<file path="config.mk">
export PLATFORM = sky130hd
export DESIGN_NAME = baud_gen_frac_flat
export DESIGN_NICKNAME = d
export VERILOG_FILES = /design/src/rtl/baud_gen_frac_if.sv /design/src/rtl/baud_gen_frac.sv /design/src/flat_wrapper.sv
export SDC_FILE = /design/constraint.sdc
export NUM_CORES = 1
export LEC_CHECK = 0
export BUFFER_PORTS_ARGS = -buffer_cell sky130_fd_sc_hd__clkbuf_2
export CAP_MARGIN = 20
export CORE_ASPECT_RATIO = 0.5
export CORE_MARGIN = 3
export CORE_UTILIZATION = 55
export DETAILED_ROUTE_END_ITERATION = 6
export GPL_TIMING_DRIVEN = 0
export HOLD_SLACK_MARGIN = 0.12
export PLACE_DENSITY = 0.81
export SYNTH_ARGS = -nofsm -noshare
export SYNTH_HDL_FRONTEND = slang
export SYNTH_SLANG_ARGS = --single-unit
</file>
<file path="constraint.sdc">
create_clock -name clk -period 5.09 [get_ports clk]
set_input_delay 0.2545 -clock clk [delete_from_list [all_inputs] [get_ports clk]]
set_output_delay 0.2545 -clock clk [all_outputs]
set_load 0.1 [all_outputs]
</file>
<file path="src/rtl/baud_gen_frac_if.sv">
// Rate-configuration handshake for baud_gen_frac.
// The master offers a phase increment; the slave accepts it with cfg_ready.
interface baud_gen_frac_if #(
    parameter int ACC_W = 24
) ();
    logic [ACC_W-1:0] cfg_inc;
    logic             cfg_valid;
    logic             cfg_ready;

    modport master (
        output cfg_inc,
        output cfg_valid,
        input  cfg_ready
    );

    modport slave (
        input  cfg_inc,
        input  cfg_valid,
        output cfg_ready
    );
endinterface

</file>
<file path="src/rtl/baud_gen_frac.sv">
// Fractional-N baud generator: phase accumulator giving os_tick and baud_tick.
// Define BAUD_GEN_FRAC_STATUS_EN to add the baud_cnt status counter port.
module baud_gen_frac #(
    parameter int ACC_W      = 24,
    parameter int OVERSAMPLE = 16,
    parameter int CNT_W      = 16
) (
    input  logic                          clk,
    input  logic                          reset,
    input  logic                          enable,
    baud_gen_frac_if.slave                cfg,
    input  logic                          resync,
    output logic                          os_tick,
    output logic                          baud_tick,
`ifdef BAUD_GEN_FRAC_STATUS_EN
    output logic [CNT_W-1:0]              baud_cnt,
`endif
    output logic [$clog2(OVERSAMPLE)-1:0] os_phase
);

    localparam int OS_W = $clog2(OVERSAMPLE);
    localparam logic [OS_W-1:0] OS_LAST = OS_W'(OVERSAMPLE - 1);
    localparam logic [OS_W-1:0] OS_HALF = OS_W'(OVERSAMPLE / 2);

    if (OVERSAMPLE < 4 || OVERSAMPLE > 64 ||
        (OVERSAMPLE & (OVERSAMPLE - 1)) != 0) begin : g_bad_os
        $error("OVERSAMPLE must be a power of two in 4..64");
    end
    if (ACC_W < 2 || CNT_W < 1) begin : g_bad_width
        $error("ACC_W must be >= 2 and CNT_W >= 1");
    end

    logic [ACC_W-1:0] acc_q, acc_d;
    logic [ACC_W-1:0] inc_q, inc_d;
    logic [ACC_W-1:0] pend_q, pend_d;
    logic             pend_vld_q, pend_vld_d;
    logic [OS_W-1:0]  os_cnt_q, os_cnt_d;
    logic             os_tick_q, os_tick_d;
    logic             baud_tick_q, baud_tick_d;

    logic [ACC_W:0]   sum;
    logic             carry;
    logic             bit_end;
    logic             inc_zero;

    always_comb begin
        sum         = {1'b0, acc_q} + {1'b0, inc_q};
        carry       = sum[ACC_W];
        inc_zero    = (inc_q == '0);
        bit_end     = 1'b0;
        acc_d       = acc_q;
        os_cnt_d    = os_cnt_q;
        os_tick_d   = 1'b0;
        baud_tick_d = 1'b0;
        inc_d       = inc_q;
        pend_d      = pend_q;
        pend_vld_d  = pend_vld_q;

        // Resync wins over accumulation and suppresses any carry this edge.
        if (resync) begin
            acc_d    = '0;
            os_cnt_d = OS_HALF;
        end else if (enable) begin
            acc_d     = sum[ACC_W-1:0];
            os_tick_d = carry;
            if (carry) begin
                os_cnt_d = os_cnt_q + OS_W'(1);
            end
            bit_end     = carry & (os_cnt_q == OS_LAST);
            baud_tick_d = bit_end;
        end

        // A rate change lands only where it cannot shorten a bit in flight.
        if (pend_vld_q) begin
            if (bit_end | ~enable | inc_zero) begin
                inc_d      = pend_q;
                pend_vld_d = 1'b0;
            end
        end else if (cfg.cfg_valid) begin
            pend_d     = cfg.cfg_inc;
            pend_vld_d = 1'b1;
        end
    end

    always_ff @(posedge clk or posedge reset) begin
        if (reset) begin
            acc_q       <= '0;
            inc_q       <= '0;
            pend_q      <= '0;
            pend_vld_q  <= 1'b0;
            os_cnt_q    <= '0;
            os_tick_q   <= 1'b0;
            baud_tick_q <= 1'b0;
        end else begin
            acc_q       <= acc_d;
            inc_q       <= inc_d;
            pend_q      <= pend_d;
            pend_vld_q  <= pend_vld_d;
            os_cnt_q    <= os_cnt_d;
            os_tick_q   <= os_tick_d;
            baud_tick_q <= baud_tick_d;
        end
    end

`ifdef BAUD_GEN_FRAC_STATUS_EN
    logic [CNT_W-1:0] baud_cnt_q, baud_cnt_d;

    always_comb begin
        baud_cnt_d = baud_cnt_q + CNT_W'(baud_tick_d);
    end

    always_ff @(posedge clk or posedge reset) begin
        if (reset) begin
            baud_cnt_q <= '0;
        end else begin
            baud_cnt_q <= baud_cnt_d;
        end
    end

    assign baud_cnt = baud_cnt_q;
`endif

    assign cfg.cfg_ready = ~pend_vld_q;
    assign os_tick       = os_tick_q;
    assign baud_tick     = baud_tick_q;
    assign os_phase      = os_cnt_q;

endmodule

</file>
<file path="src/flat_wrapper.sv">
// flat-port wrapper written by rule: the top's interface ports become plain ports
module baud_gen_frac_flat 
#(
    parameter int ACC_W      = 24,
    parameter int OVERSAMPLE = 16,
    parameter int CNT_W      = 16
)
  (clk, reset, enable, resync, os_tick, baud_tick, os_phase, cfg_cfg_inc, cfg_cfg_valid, cfg_cfg_ready);
  baud_gen_frac_if #(.ACC_W(ACC_W)) cfg_i ();
  input  logic clk;
  input  logic reset;
  input  logic enable;
  input  logic resync;
  output logic os_tick;
  output logic baud_tick;
  output logic [$clog2(OVERSAMPLE)-1:0] os_phase;
  input wire logic [$bits(cfg_i.cfg_inc)-1:0] cfg_cfg_inc;
  input wire logic [$bits(cfg_i.cfg_valid)-1:0] cfg_cfg_valid;
  output wire logic [$bits(cfg_i.cfg_ready)-1:0] cfg_cfg_ready;
  assign cfg_i.cfg_inc = cfg_cfg_inc;
  assign cfg_i.cfg_valid = cfg_cfg_valid;
  assign cfg_cfg_ready = cfg_i.cfg_ready;
  baud_gen_frac #(.ACC_W(ACC_W), .OVERSAMPLE(OVERSAMPLE), .CNT_W(CNT_W)) u_core (.clk(clk), .reset(reset), .enable(enable), .cfg(cfg_i), .resync(resync), .os_tick(os_tick), .baud_tick(baud_tick), .os_phase(os_phase));
endmodule
</file>
==> results of run 1 <==
## kinds of logic after synthesis
group / synth area share (%)
AO/OA/AOI/OAI: 17.51
buffers and inverters: 3.252
adder cells (fa/ha/maj): 7.209
XOR/XNOR: 0.9487
flip-flops: 42.82
AND/OR/NAND/NOR: 13.36
multiplexers: 14.91
## layout make-up
class	count	area (µm²)	share of cell area, %
Tap cell	108	135.1	2.558
Buffer	20	116.4	2.203
Inverter	9	36.28	0.6869
Timing Repair Buffer	35	202.7	3.837
Clock inverter	3	65.06	1.232
Sequential cell	79	1977	37.42
Clock buffer	13	260.3	4.927
Multi-Input combinational cell	323	2490	47.13
## path summary, 6_finish.rpt
check	start	end	slack [ns]	depth (start not counted)
min in group asynchronous	reset	u_core.pend_q[11]$_DFFE_PP0P_	0.43	3
max reg2reg	u_core.inc_q[17]$_DFFE_PP0P_	u_core.inc_q[15]$_DFFE_PP0P_	1.94	10
max in group asynchronous	reset	u_core.os_tick$_DFF_PP0_	4.08	4
min	cfg_cfg_inc[6]	u_core.pend_q[6]$_DFFE_PP0P_	0.14	2
max	u_core.inc_q[17]$_DFFE_PP0P_	u_core.inc_q[15]$_DFFE_PP0P_	1.94	10
min reg2reg	u_core.pend_q[5]$_DFFE_PP0P_	u_core.inc_q[5]$_DFFE_PP0P_	0.50	1
## per-stage QoR
step	cells	setup slack [ns]	power, mW	util (%)
6_report	590	1.939	3.232	68.30
5_1_grt	590	1.719	3.467	68.30
4_1_cts	590	2.021	3.217	68.30
3_5_place_dp	573	2.043	2.493	63.96
3_3_place_gp	572	1.879	2.444	63.57
2_1_floorplan	431	2.344	2.173	-
## sequential cells by signal, summed over array words and instances, names as in the netlist
name               cells
u_core.os_tick         1
u_core.pend_q         24
u_core.pend_vld_q      1
u_core.inc_q          24
u_core.baud_tick       1
u_core.os_phase        4
u_core.acc_q          24
## synthesized netlist by cell type, types with 4 or more instances
| master | count |
|---|---|
| buf_1 | 4 |
| mux2_2 | 30 |
| a21boi_0 | 4 |
| nand2b_1 | 5 |
| a31oi_1 | 4 |
| a21oi_1 | 31 |
| mux2_4 | 20 |
| clkbuf_1 | 12 |
| inv_1 | 8 |
| mux2i_1 | 5 |
| ha_1 | 25 |
| o211ai_1 | 10 |
| and3_1 | 8 |
| a211oi_1 | 5 |
| nand3_1 | 8 |
| nor3_1 | 9 |
| o21a_1 | 6 |
| nor2_1 | 23 |
| nor4_1 | 7 |
| dfrtp_1 | 79 |
| a21o_1 | 10 |
| o21ai_0 | 16 |
| nand3b_1 | 6 |
| nand2_1 | 30 |
| nor2b_1 | 7 |
## power by group through the flow
stage               logic (mW)  clock network [mW]  registers (mW)
floorplan                 1.17                   0            1.00
detailed placement        1.46                   0            1.04
global placement          1.42                   0            1.03
CTS                       1.48               0.712            1.03
finish                    1.50               0.700            1.03
global route              1.67               0.742            1.06
## worst max-delay path, stage by stage (launching register included)
cell      delay (ns)
dfrtp_1         0.42
ha_1            0.30
clkbuf_1        0.22
and3_1          0.30
nand2_1         0.11
o221ai_1        0.11
a211oi_1        0.70
a31o_1          0.26
buf_6           0.15
buf_12          0.16
mux2_4          0.31
## per-layer routing
layer	vias to the layer above	share of wire [%]
met5	-	0
li1	1705	-
met1	1757	47
met4	0	1.4
met3	17	7.2
met2	131	45
## what timing repair did
item / 4_1_cts / 5_1_grt
endpoints found under the hold margin: 23 / 0
hold buffers: 1 / 0
resized for setup: 0 / 0
==> impl_metrics.csv, run 1 <==
group,metric,value,unit
status,status,"finished, final reports clean",
detailed_routing,final_antenna_net_count,0,
critical_path,end_kind,"flop",
floorplan,die_h,70.79,µm
timing,finalCritPeriodShare,61.91,%
synthesis,ys.flop_type,"dfrtp_1",
detailed_routing,wl,10.58,mm
synthesis,yosys.area.top_type_share,42.82,%
synthesis,syn_inst,431,
pwr,power_frac_clock,21.7,%
critical_path,start_kind,"flop",
cts,root_buffer,"clkbuf_16",
cts,tritoncts,"done",
timing,worst_pin_slew,0.7804,ns
timing,fin_skew,0.004631,ns
detailed_routing,viasPerCell,6.119,
cells_and_area,nNetsFinal,532,
global_routing,top_usage_layer,"met2",
cells_and_area,final_common_cell,"dfrtp_1",
timing,hold_violations,0,
timing,relSlewSlack,47.66,%
global_routing,grt_max_degree,57,
synthesis,synth.net_count,486,
synthesis,synth-edff-count,0,
cells_and_area,final_cell_mix,"dfrtp_1, clkbuf_2, a21oi_1",
pwr,p_sw_share,38.29,%
cts,cts_htree_levels,3,
synthesis,yosysTopAreaCell,"dfrtp_1",
pwr,p_seq_share,31.9,%
floorplan,die_w,135.6,µm
placed_design,numPortBuffers,33,
synthesis,avgSynthCellArea,10.71,µm²
global_routing,gr-usage-all-layers,24.17,%
synthesis,async_reset_ff_share,100.0,%
cts,postCtsSetupRepairBufs,0,
pwr,comb_power_share,46.5,%
cells_and_area,fin_area,5283,µm²
cts,clock_latency,0.34,ns
hold_path,hold_class,"input port to flop",
global_routing,antenna_found_initial,0,
flow_run,maxCapViolCount,0,
floorplan,rows,22,
global_routing,grt_use_met2,35.52,%
cts,cts_buffer_depth,2,
synthesis,ys_warn_count,0,
cts,cts_made_buffers,9,
floorplan,floorplan.initialDensity,59.69,%
floorplan,core-area,7735,µm²
pwr,intPower,1.994,mW
synthesis,ys_ff_latch,79,
cells_and_area,fillers,592,
timing,post-route-min-period,3.151,ns
detailed_routing,drcViolationCount,0,
global_routing,grt_use_met1,33.65,%
detailed_routing,dr.pass1.iters,6,
global_routing,grt_pass1_vias,3588,
timing,fmax,317.3,MHz
timing,drv_slew,0,
pwr,cellLeakagePower,2.450,nW
timing,rsz0062_at_grt,"false",
pwr,p_switching,1.238,mW
floorplan,die_area,9596,µm²
critical_path,worstSetupPathType,"flop to flop",
placed_design,gp_congestion,0.9213,
cts,clock-sinks,79,
global_routing,gr-total-overflow,0,
cts,clk_pin_slew_worst_paths,0.06,ns
critical_path,cp_max_fo,10,
synthesis,yosysSeqAreaShare,42.82,%
synthesis,netlist_top_cells_area,"dfrtp_1, mux2_2, ha_1",
critical_path,cp_data_required_time,5.31,ns
placed_design,hpwl,7.555,mm
timing,holdWs,0.1442,ns
timing,final.setup.tns,0,ns
cells_and_area,synthToLayoutAreaGrowth,14.42,%
pwr,power.density,611.8,nW/µm²
global_routing,use_met3,7.813,%
detailed_routing,routedWlPerCell,17.93,µm
placed_design,placed_area,4947,µm²
cells_and_area,n_antenna_cell,0,
synthesis,ys_types,63,
global_routing,grt_pass1_wl,18.07,mm
cells_and_area,drive_above_1_share,23.03,%
detailed_routing,vias,3610,
timing,setup_violations,0,
synthesis,syn_area,4617,µm²
detailed_routing,drt-initial-drc-count,317,
critical_path,arrival,3.37,ns
pwr,peakVddDrop,282.0,µV
floorplan,ios,36,
Power figures use the tool's default switching activity.
==> run 2: changes to the inputs <==
--- a/config.mk
+++ b/config.mk
@@ -5,6 +5,7 @@
 export SDC_FILE = /design/constraint.sdc
 export NUM_CORES = 1
 export LEC_CHECK = 0
+export ABC_AREA = 1
 export BUFFER_PORTS_ARGS = -buffer_cell sky130_fd_sc_hd__clkbuf_2
 export CAP_MARGIN = 20
 export CORE_ASPECT_RATIO = 0.5
@@ -13,7 +14,7 @@
 export DETAILED_ROUTE_END_ITERATION = 6
 export GPL_TIMING_DRIVEN = 0
 export HOLD_SLACK_MARGIN = 0.12
-export PLACE_DENSITY = 0.81
+export PLACE_DENSITY = 0.84
 export SYNTH_ARGS = -nofsm -noshare
 export SYNTH_HDL_FRONTEND = slang
 export SYNTH_SLANG_ARGS = --single-unit
==> constraint.sdc (replaced) <==
create_clock -name clk -period 2.85 [get_ports clk]
set_input_delay 0.1425 -clock clk [delete_from_list [all_inputs] [get_ports clk]]
set_output_delay 0.1425 -clock clk [all_outputs]
set_load 0.1 [all_outputs]
==> run 2 against run 1 <==
Global-route usage rose by 10 points. Cell count rose by 31%. Total power rose by 72%. Worst setup slack got worse by 1.8 ns. Critical path type unchanged. Largest cell class unchanged.
==> impl_metrics.csv, run 2 <==
group,metric,value,unit
critical_path,startpoint,"u_core.inc_q[0]$_DFFE_PP0P_",
critical_path,cp_data_required_time,3.08,ns
critical_path,critPathSlowestCell,"dfrtp_1",
flow_run,maxCapViolCount,0,
detailed_routing,drt-initial-drc-count,652,
critical_path,crit_family,"simple AND/OR/NAND/NOR gates",
global_routing,gr-usage-all-layers,34.37,%
critical_path,arrival,2.98,ns
global_routing,grt_use_met1,43.08,%
placed_design,numPortBuffers,35,
floorplan,die_w,135.9,µm
timing,worst_slack,0.09971,ns
detailed_routing,drcViolationCount,0,
cells_and_area,nNetsFinal,713,
synthesis,ys_types,34,
critical_path,rr_worst_depth,16,
detailed_routing,viasPerCell,6.154,
cells_and_area,final_common_cell,"nand2_1",
global_routing,top_usage_layer,"met2",
pwr,peakVddDrop,484.6,µV
critical_path,rr_endpoint,"u_core.inc_q[7]$_DFFE_PP0P_",
synthesis,ys_warn_count,0,
cts,clock_latency,0.34,ns
global_routing,grt_pass1_wl,25.03,mm
detailed_routing,final_antenna_net_count,0,
critical_path,start_kind,"flop",
detailed_routing,routedWlPerCell,20.21,µm
global_routing,grt_pass1_vias,4654,
cells_and_area,drive_above_1_share,16.14,%
synthesis,async_reset_ff_share,100.0,%
critical_path,end_kind,"flop",
synthesis,ys_ff_latch,79,
synthesis,syn_area,4638,µm²
floorplan,die_h,70.94,µm
pwr,power.density,1005,nW/µm²
hold_path,min_path_cells,3,
timing,post-route-min-period,2.750,ns
critical_path,crit_top_cell,"nand2_1",
critical_path,cp_max_fo,10,
synthesis,ys.flop_type,"dfrtp_1",
detailed_routing,wl,15.58,mm
synthesis,synth.most_common_cell,"nand2_1",
timing,setup_violations,0,
synthesis,syn_inst,584,
floorplan,core-area,7735,µm²
synthesis,synth-edff-count,0,
synthesis,ys_top_cells_by_count,"nand2_1, dfrtp_1, inv_1",
floorplan,ios,36,
cells_and_area,fin_util,71.60,%
placed_design,gp_congestion,0.9447,
detailed_routing,vias,4745,
cells_and_area,top_regs,"u_core.acc_q (24), u_core.inc_q (24), u_core.pend_q (24)",
timing,finalCritPeriodShare,96.50,%
global_routing,use_met3,10.51,%
floorplan,rows,22,
critical_path,cp_cell_sequence,"ha_2 -> inv_1 -> fa_1 -> inv_1 -> nand2_1 -> nand2_1 -> nand3_1 -> nand2_1 -> nand2_1 -> nand3_2 -> nand4_4 -> nand2_4 -> nand2_4 -> buf_6 -> nand2_1 -> nand2_1",
critical_path,cp-endpoint,"u_core.inc_q[7]$_DFFE_PP0P_",
cells_and_area,n_antenna_cell,0,
synthesis,yosysSeqAreaShare,42.62,%
timing,rsz0062_at_grt,"false",
cts,clk_pin_slew_worst_paths,0.07,ns
timing,fin_skew,0.009420,ns
critical_path,cp.depth,16,
global_routing,grt_max_degree,62,
timing,holdWs,0.2298,ns
timing,hold_violations,0,
global_routing,grt_use_met2,53.80,%
placed_design,dp_slack,0.1957,ns
timing,worst_pin_slew,0.6936,ns
cts,root_buffer,"clkbuf_16",
status,status,"finished, final reports clean",
cts,clock-sinks,79,
cells_and_area,fillers,503,
critical_path,r2r_start,"u_core.inc_q[0]$_DFFE_PP0P_",
synthesis,avgSynthCellArea,7.942,µm²
detailed_routing,dr.pass1.iters,6,
cells_and_area,final_cell_mix,"nand2_1, dfrtp_1, inv_1",
synthesis,netlist_top_cells_area,"dfrtp_1, nand2_1, ha_1",
cts,tritoncts,"done",
global_routing,antenna_found_initial,0,
floorplan,die_area,9638,µm²
timing,drv_slew,0,
critical_path,r2r_setup_slack,0.1,ns
cells_and_area,synthToLayoutAreaGrowth,19.40,%
global_routing,gr-total-overflow,0,
critical_path,worst_path_largest_cell_delay,0.42,ns
synthesis,yosysTopAreaCell,"dfrtp_1",
pwr,cellLeakagePower,2.861,nW
placed_design,hpwl,8.944,mm
cts,cts_buffer_depth,2,
critical_path,cp_num_buf_inv,3,
timing,relSlewSlack,53.76,%
synthesis,synth.net_count,639,
critical_path,worstSetupPathType,"flop to flop",
floorplan,floorplan.initialDensity,59.96,%
cts,cts_htree_levels,3,
synthesis,yosys.area.top_type_share,42.62,%
cts,cts_made_buffers,9,
timing,fmax,363.6,MHz
hold_path,hold_class,"input port to flop",
==> run 2: where the power goes <==
part | total (mW) | internal [mW] | switching (mW)
Sequential | 1.84 | 1.48 | 0.358
Clock | 1.14 | 0.611 | 0.534
Combinational | 2.58 | 0.875 | 1.70
Total | 5.56 | 2.97 | 2.59
==> run 2: cell type report <==
class                      count  area (µm²)  area share, %
clock buffer                   9       225.2          4.067
buffer                        12       77.57          1.401
tap                          108       135.1          2.440
timing repair buffer          63       470.5          8.495
multi-input combinational    435        2369          42.77
sequential                    79        1977          35.70
clock inverter                 7       63.81          1.152
inverter                      58       220.2          3.976
==> run 2: worst min-delay path by stage <==
stage	start	endpoint	slack, ns
after floorplan	resync	u_core.acc_q[4]$_DFFE_PP0P_	0.24
after global placement	cfg_cfg_inc[21]	u_core.pend_q[21]$_DFFE_PP0P_	0.37
after detailed placement	reset	u_core.os_phase[1]$_DFFE_PP0P_	0.09
after CTS	enable	u_core.baud_tick$_DFF_PP0_	0.16
after global routing	enable	u_core.baud_tick$_DFF_PP0_	0.23
final	enable	u_core.baud_tick$_DFF_PP0_	0.23
==> run 2: through the flow <==
stage	TNS [ns]	area, µm²	power (mW)	std cells
after floorplan	0	4638	3.519	584
after detailed placement	0	4979	4.132	728
after global placement	-17.42	4949	4.048	727
after CTS	0	5528	5.311	770
final	0	5538	5.563	771
after global routing	0	5538	5.899	771
==> run 2: worst reg2reg max path: stages, from the launching register on <==
cell and delay (ns):
dfrtp_1 0.42, ha_2 0.24, inv_1 0.06, fa_1 0.41, inv_1 0.14, nand2_1 0.09, nand2_1 0.07, nand3_1 0.07
nand2_1 0.14, nand2_1 0.09, nand3_2 0.17, nand4_4 0.13, nand2_4 0.16, nand2_4 0.10, buf_6 0.16, nand2_1 0.12
nand2_1 0.07
==> run 2: logic make-up (layout without fill, tap and decap cells) <==
| group | Yosys count | count (layout) | synth area share (%) |
|---|---|---|---|
| buffers and inverters | 70 | 149 | 6.366 |
| flip-flops | 79 | 79 | 42.62 |
| AND/OR/NAND/NOR | 305 | 305 | 28.35 |
| AO/OA/AOI/OAI | 78 | 78 | 9.280 |
| multiplexers | 24 | 24 | 5.827 |
| adder cells (fa/ha/maj) | 26 | 26 | 7.176 |
| XOR/XNOR | 2 | 2 | 0.3777 |
==> run 2: timing repair <==
action | 4_1_cts | 5_1_grt
setup endpoints to repair | 0 | 15
resized for setup | 0 | 1
hold buffers | 26 | 0
buffers inserted | 0 | 1
hold endpoints to repair | 105 | 0
==> run 2: layer usage <==
| layer | vias up | wire length (µm) | share of wire [%] |
|---|---|---|---|
| met1 | 2174 | 5934 | 38 |
| met3 | 111 | 1973 | 13 |
| met4 | 0 | 973 | 6.2 |
| met5 | - | 0 | 0 |
| li1 | 2065 | - | - |
| met2 | 395 | 6699 | 43 |
==> run 3: changes to the inputs <==
--- a/config.mk
+++ b/config.mk
@@ -5,7 +5,6 @@
 export SDC_FILE = /design/constraint.sdc
 export NUM_CORES = 1
 export LEC_CHECK = 0
-export ABC_AREA = 1
 export BUFFER_PORTS_ARGS = -buffer_cell sky130_fd_sc_hd__clkbuf_2
 export CAP_MARGIN = 20
 export CORE_ASPECT_RATIO = 0.5
==> run 3 against run 2 <==
Clock skew decreased by 0.00059 ns. Maximum frequency decreased by 1.4%. Design area increased by 1.8%. Flip-flop and latch count unchanged. Sequential share of layout area decreased by 0.63 points. Worst setup slack got worse by 0.040 ns. Critical path depth decreased by 5. Clock power about the same. Die area decreased by 0.43%. Cell count decreased by 20%. Critical path type unchanged.
==> impl_metrics.csv, run 3 (synthesis gave the netlist of run 1 again) <==
group,metric,value,unit
status,status,"finished, final reports clean",
detailed_routing,drcViolationCount,0,
pwr,p_seq_share,31.7,%
cells_and_area,nNetsFinal,559,
global_routing,grt_max_degree,73,
pwr,power_frac_clock,18.4,%
cells_and_area,seq_area,1977,µm²
critical_path,r2r_setup_slack,0.06,ns
timing,post-route-min-period,2.790,ns
cts,clk_pin_slew_worst_paths,0.06,ns
global_routing,gr-usage-all-layers,26.81,%
cells_and_area,n_antenna_cell,0,
detailed_routing,viasPerCell,6.418,
cts,cts_htree_levels,3,
cells_and_area,fin_util,72.89,%
pwr,intPower,3.548,mW
critical_path,end_kind,"flop",
floorplan,die_area,9596,µm²
pwr,comb_power_share,49.8,%
floorplan,die_w,135.6,µm
floorplan,ios,36,
global_routing,gr-total-overflow,0,
detailed_routing,dr.pass1.iters,5,
cts,clock-sinks,79,
detailed_routing,routedWlPerCell,20.40,µm
pwr,p_switching,2.465,mW
pwr,p_sw_share,40.99,%
detailed_routing,drt-initial-drc-count,513,
detailed_routing,vias,3960,
timing,drv_slew,0,
placed_design,hpwl,7.959,mm
placed_design,dp_slack,-0.2530,ns
global_routing,grt_pass1_vias,3881,
floorplan,rows,22,
critical_path,arrival,3.02,ns
cts,clock_latency,0.35,ns
cells_and_area,final_cell_mix,"dfrtp_1, clkbuf_2, a21oi_1, nand2_1, mux2_2",
cells_and_area,fin_area,5638,µm²
floorplan,die_h,70.79,µm
cells_and_area,drive_above_1_share,25.93,%
floorplan,floorplan.initialDensity,59.69,%
cells_and_area,final_common_cell,"dfrtp_1",
global_routing,antenna_found_initial,0,
detailed_routing,wl,12.59,mm
cts,tritoncts,"done",
cells_and_area,multiInputGateArea,2616,µm²
cells_and_area,fillers,524,
timing,hold_violations,0,
cells_and_area,top_regs,"u_core.acc_q (24), u_core.inc_q (24), u_core.pend_q (24)",
pwr,cellLeakagePower,2.538,nW
timing,relSlewSlack,50.17,%
critical_path,r2r_start,"u_core.acc_q[0]$_DFFE_PP0P_",
detailed_routing,final_antenna_net_count,0,
critical_path,rr_endpoint,"u_core.inc_q[6]$_DFFE_PP0P_",
critical_path,cp_data_required_time,3.08,ns
global_routing,grt_pass1_wl,19.89,mm
cells_and_area,synthToLayoutAreaGrowth,22.11,%
timing,fmax,358.4,MHz
cts,root_buffer,"clkbuf_16",
timing,finalCritPeriodShare,97.89,%
hold_path,hold_class,"input port to asynchronous set/reset pin",
placed_design,numPortBuffers,33,
placed_design,placed_area,4947,µm²
flow_run,maxCapViolCount,0,
critical_path,rr_worst_depth,11,
timing,worst_slack,0.06004,ns
critical_path,worstSetupPathType,"flop to flop",
critical_path,start_kind,"flop",
floorplan,core-area,7735,µm²
timing,setup_violations,0,
cts,cts_buffer_depth,2,
pwr,power.density,1066,nW/µm²
critical_path,cp_max_fo,10,
placed_design,gp_congestion,0.9449,
timing,fin_skew,0.008828,ns
pwr,peakVddDrop,473.7,µV
timing,worst_pin_slew,0.7475,ns
cts,cts_made_buffers,9,
[run 3: cell types whose count changed in the layout (fill, tap and decap cells not counted), moves of 20 or more]
cell	previous run	this run
inv_1	57	7
mux2_4	0	20
nand2_1	176	30
nand3_1	44	8
nor2_1	48	23
o21ai_0	37	15
[run 3: how the worst max path moves through the flow]
stage | startpoint | to | slack, ns | cells past startpoint
floorplan | u_core.inc_q[0]$_DFFE_PP0P_ | u_core.inc_q[0]$_DFFE_PP0P_ | 0.10 | 11
global placement | reset | u_core.os_phase[3]$_DFFE_PP0P_ | -0.20 | 2
detailed placement | u_core.inc_q[17]$_DFFE_PP0P_ | u_core.inc_q[23]$_DFFE_PP0P_ | -0.25 | 10
CTS | u_core.inc_q[13]$_DFFE_PP0P_ | u_core.inc_q[5]$_DFFE_PP0P_ | 0.001 | 9
global route | u_core.acc_q[0]$_DFFE_PP0P_ | u_core.inc_q[5]$_DFFE_PP0P_ | -0.03 | 11
finish | u_core.acc_q[0]$_DFFE_PP0P_ | u_core.inc_q[6]$_DFFE_PP0P_ | 0.06 | 11
[run 3: what timing repair did]
item,4_1_cts,5_1_grt
hold buffers,25,0
gates resized for setup,5,15
pin swaps,1,3
endpoints found under the hold margin,103,0
endpoints found under the setup margin,25,26
setup buffers,3,2
[run 3: cell type report]
cell class / count / area share (%)
sequential: 79 / 35.06
tap: 108 / 2.397
buffer: 18 / 1.931
multi-input combinational: 323 / 46.40
timing repair buffer: 64 / 8.522
inverter: 9 / 0.6436
clock inverter: 6 / 0.7989
clock buffer: 10 / 4.239
[run 3: worst max-delay path: stages (launching register included)]
cell,delay [ns]
dfrtp_1,0.41
ha_4,0.16
inv_1,0.05
fa_2,0.36
nor2b_2,0.15
o31ai_2,0.09
a21bo_4,0.25
a211o_4,0.34
a31o_1,0.23
buf_6,0.14
buf_12,0.15
mux2_4,0.30
[run 3: stage by stage]
stage               setup TNS, ns  power (mW)  hold slack (ns)  cells
global placement           -19.62       4.354           0.3735    572
CTS                             0       5.680           0.2207    617
global route              -0.3189       6.357           0.2314    617
detailed placement         -5.344       4.477          0.03335    573
finish                          0       6.013           0.2246    617
floorplan                       0       3.881           0.2942    431
[run 3: layer usage]
layer	share of wire [%]	vias up	global-route usage, %	wire, µm
met2	46	240	43.34	5772
met3	10	59	8.949	1257
li1	-	1753	-	-
met1	40	1908	33.12	5082
met5	0	-	0	0
met4	3.8	0	11.84	474
[run 3: power groups by stage]
stage / sequential [mW] / combinational [mW] / clock [mW]
3_5_place_dp: 1.85 / 2.62 / 0
3_3_place_gp: 1.83 / 2.52 / 0
5_1_grt: 1.94 / 3.26 / 1.15
4_1_cts: 1.84 / 2.74 / 1.11
2_1_floorplan: 1.79 / 2.09 / 0
6_report: 1.91 / 3.00 / 1.11
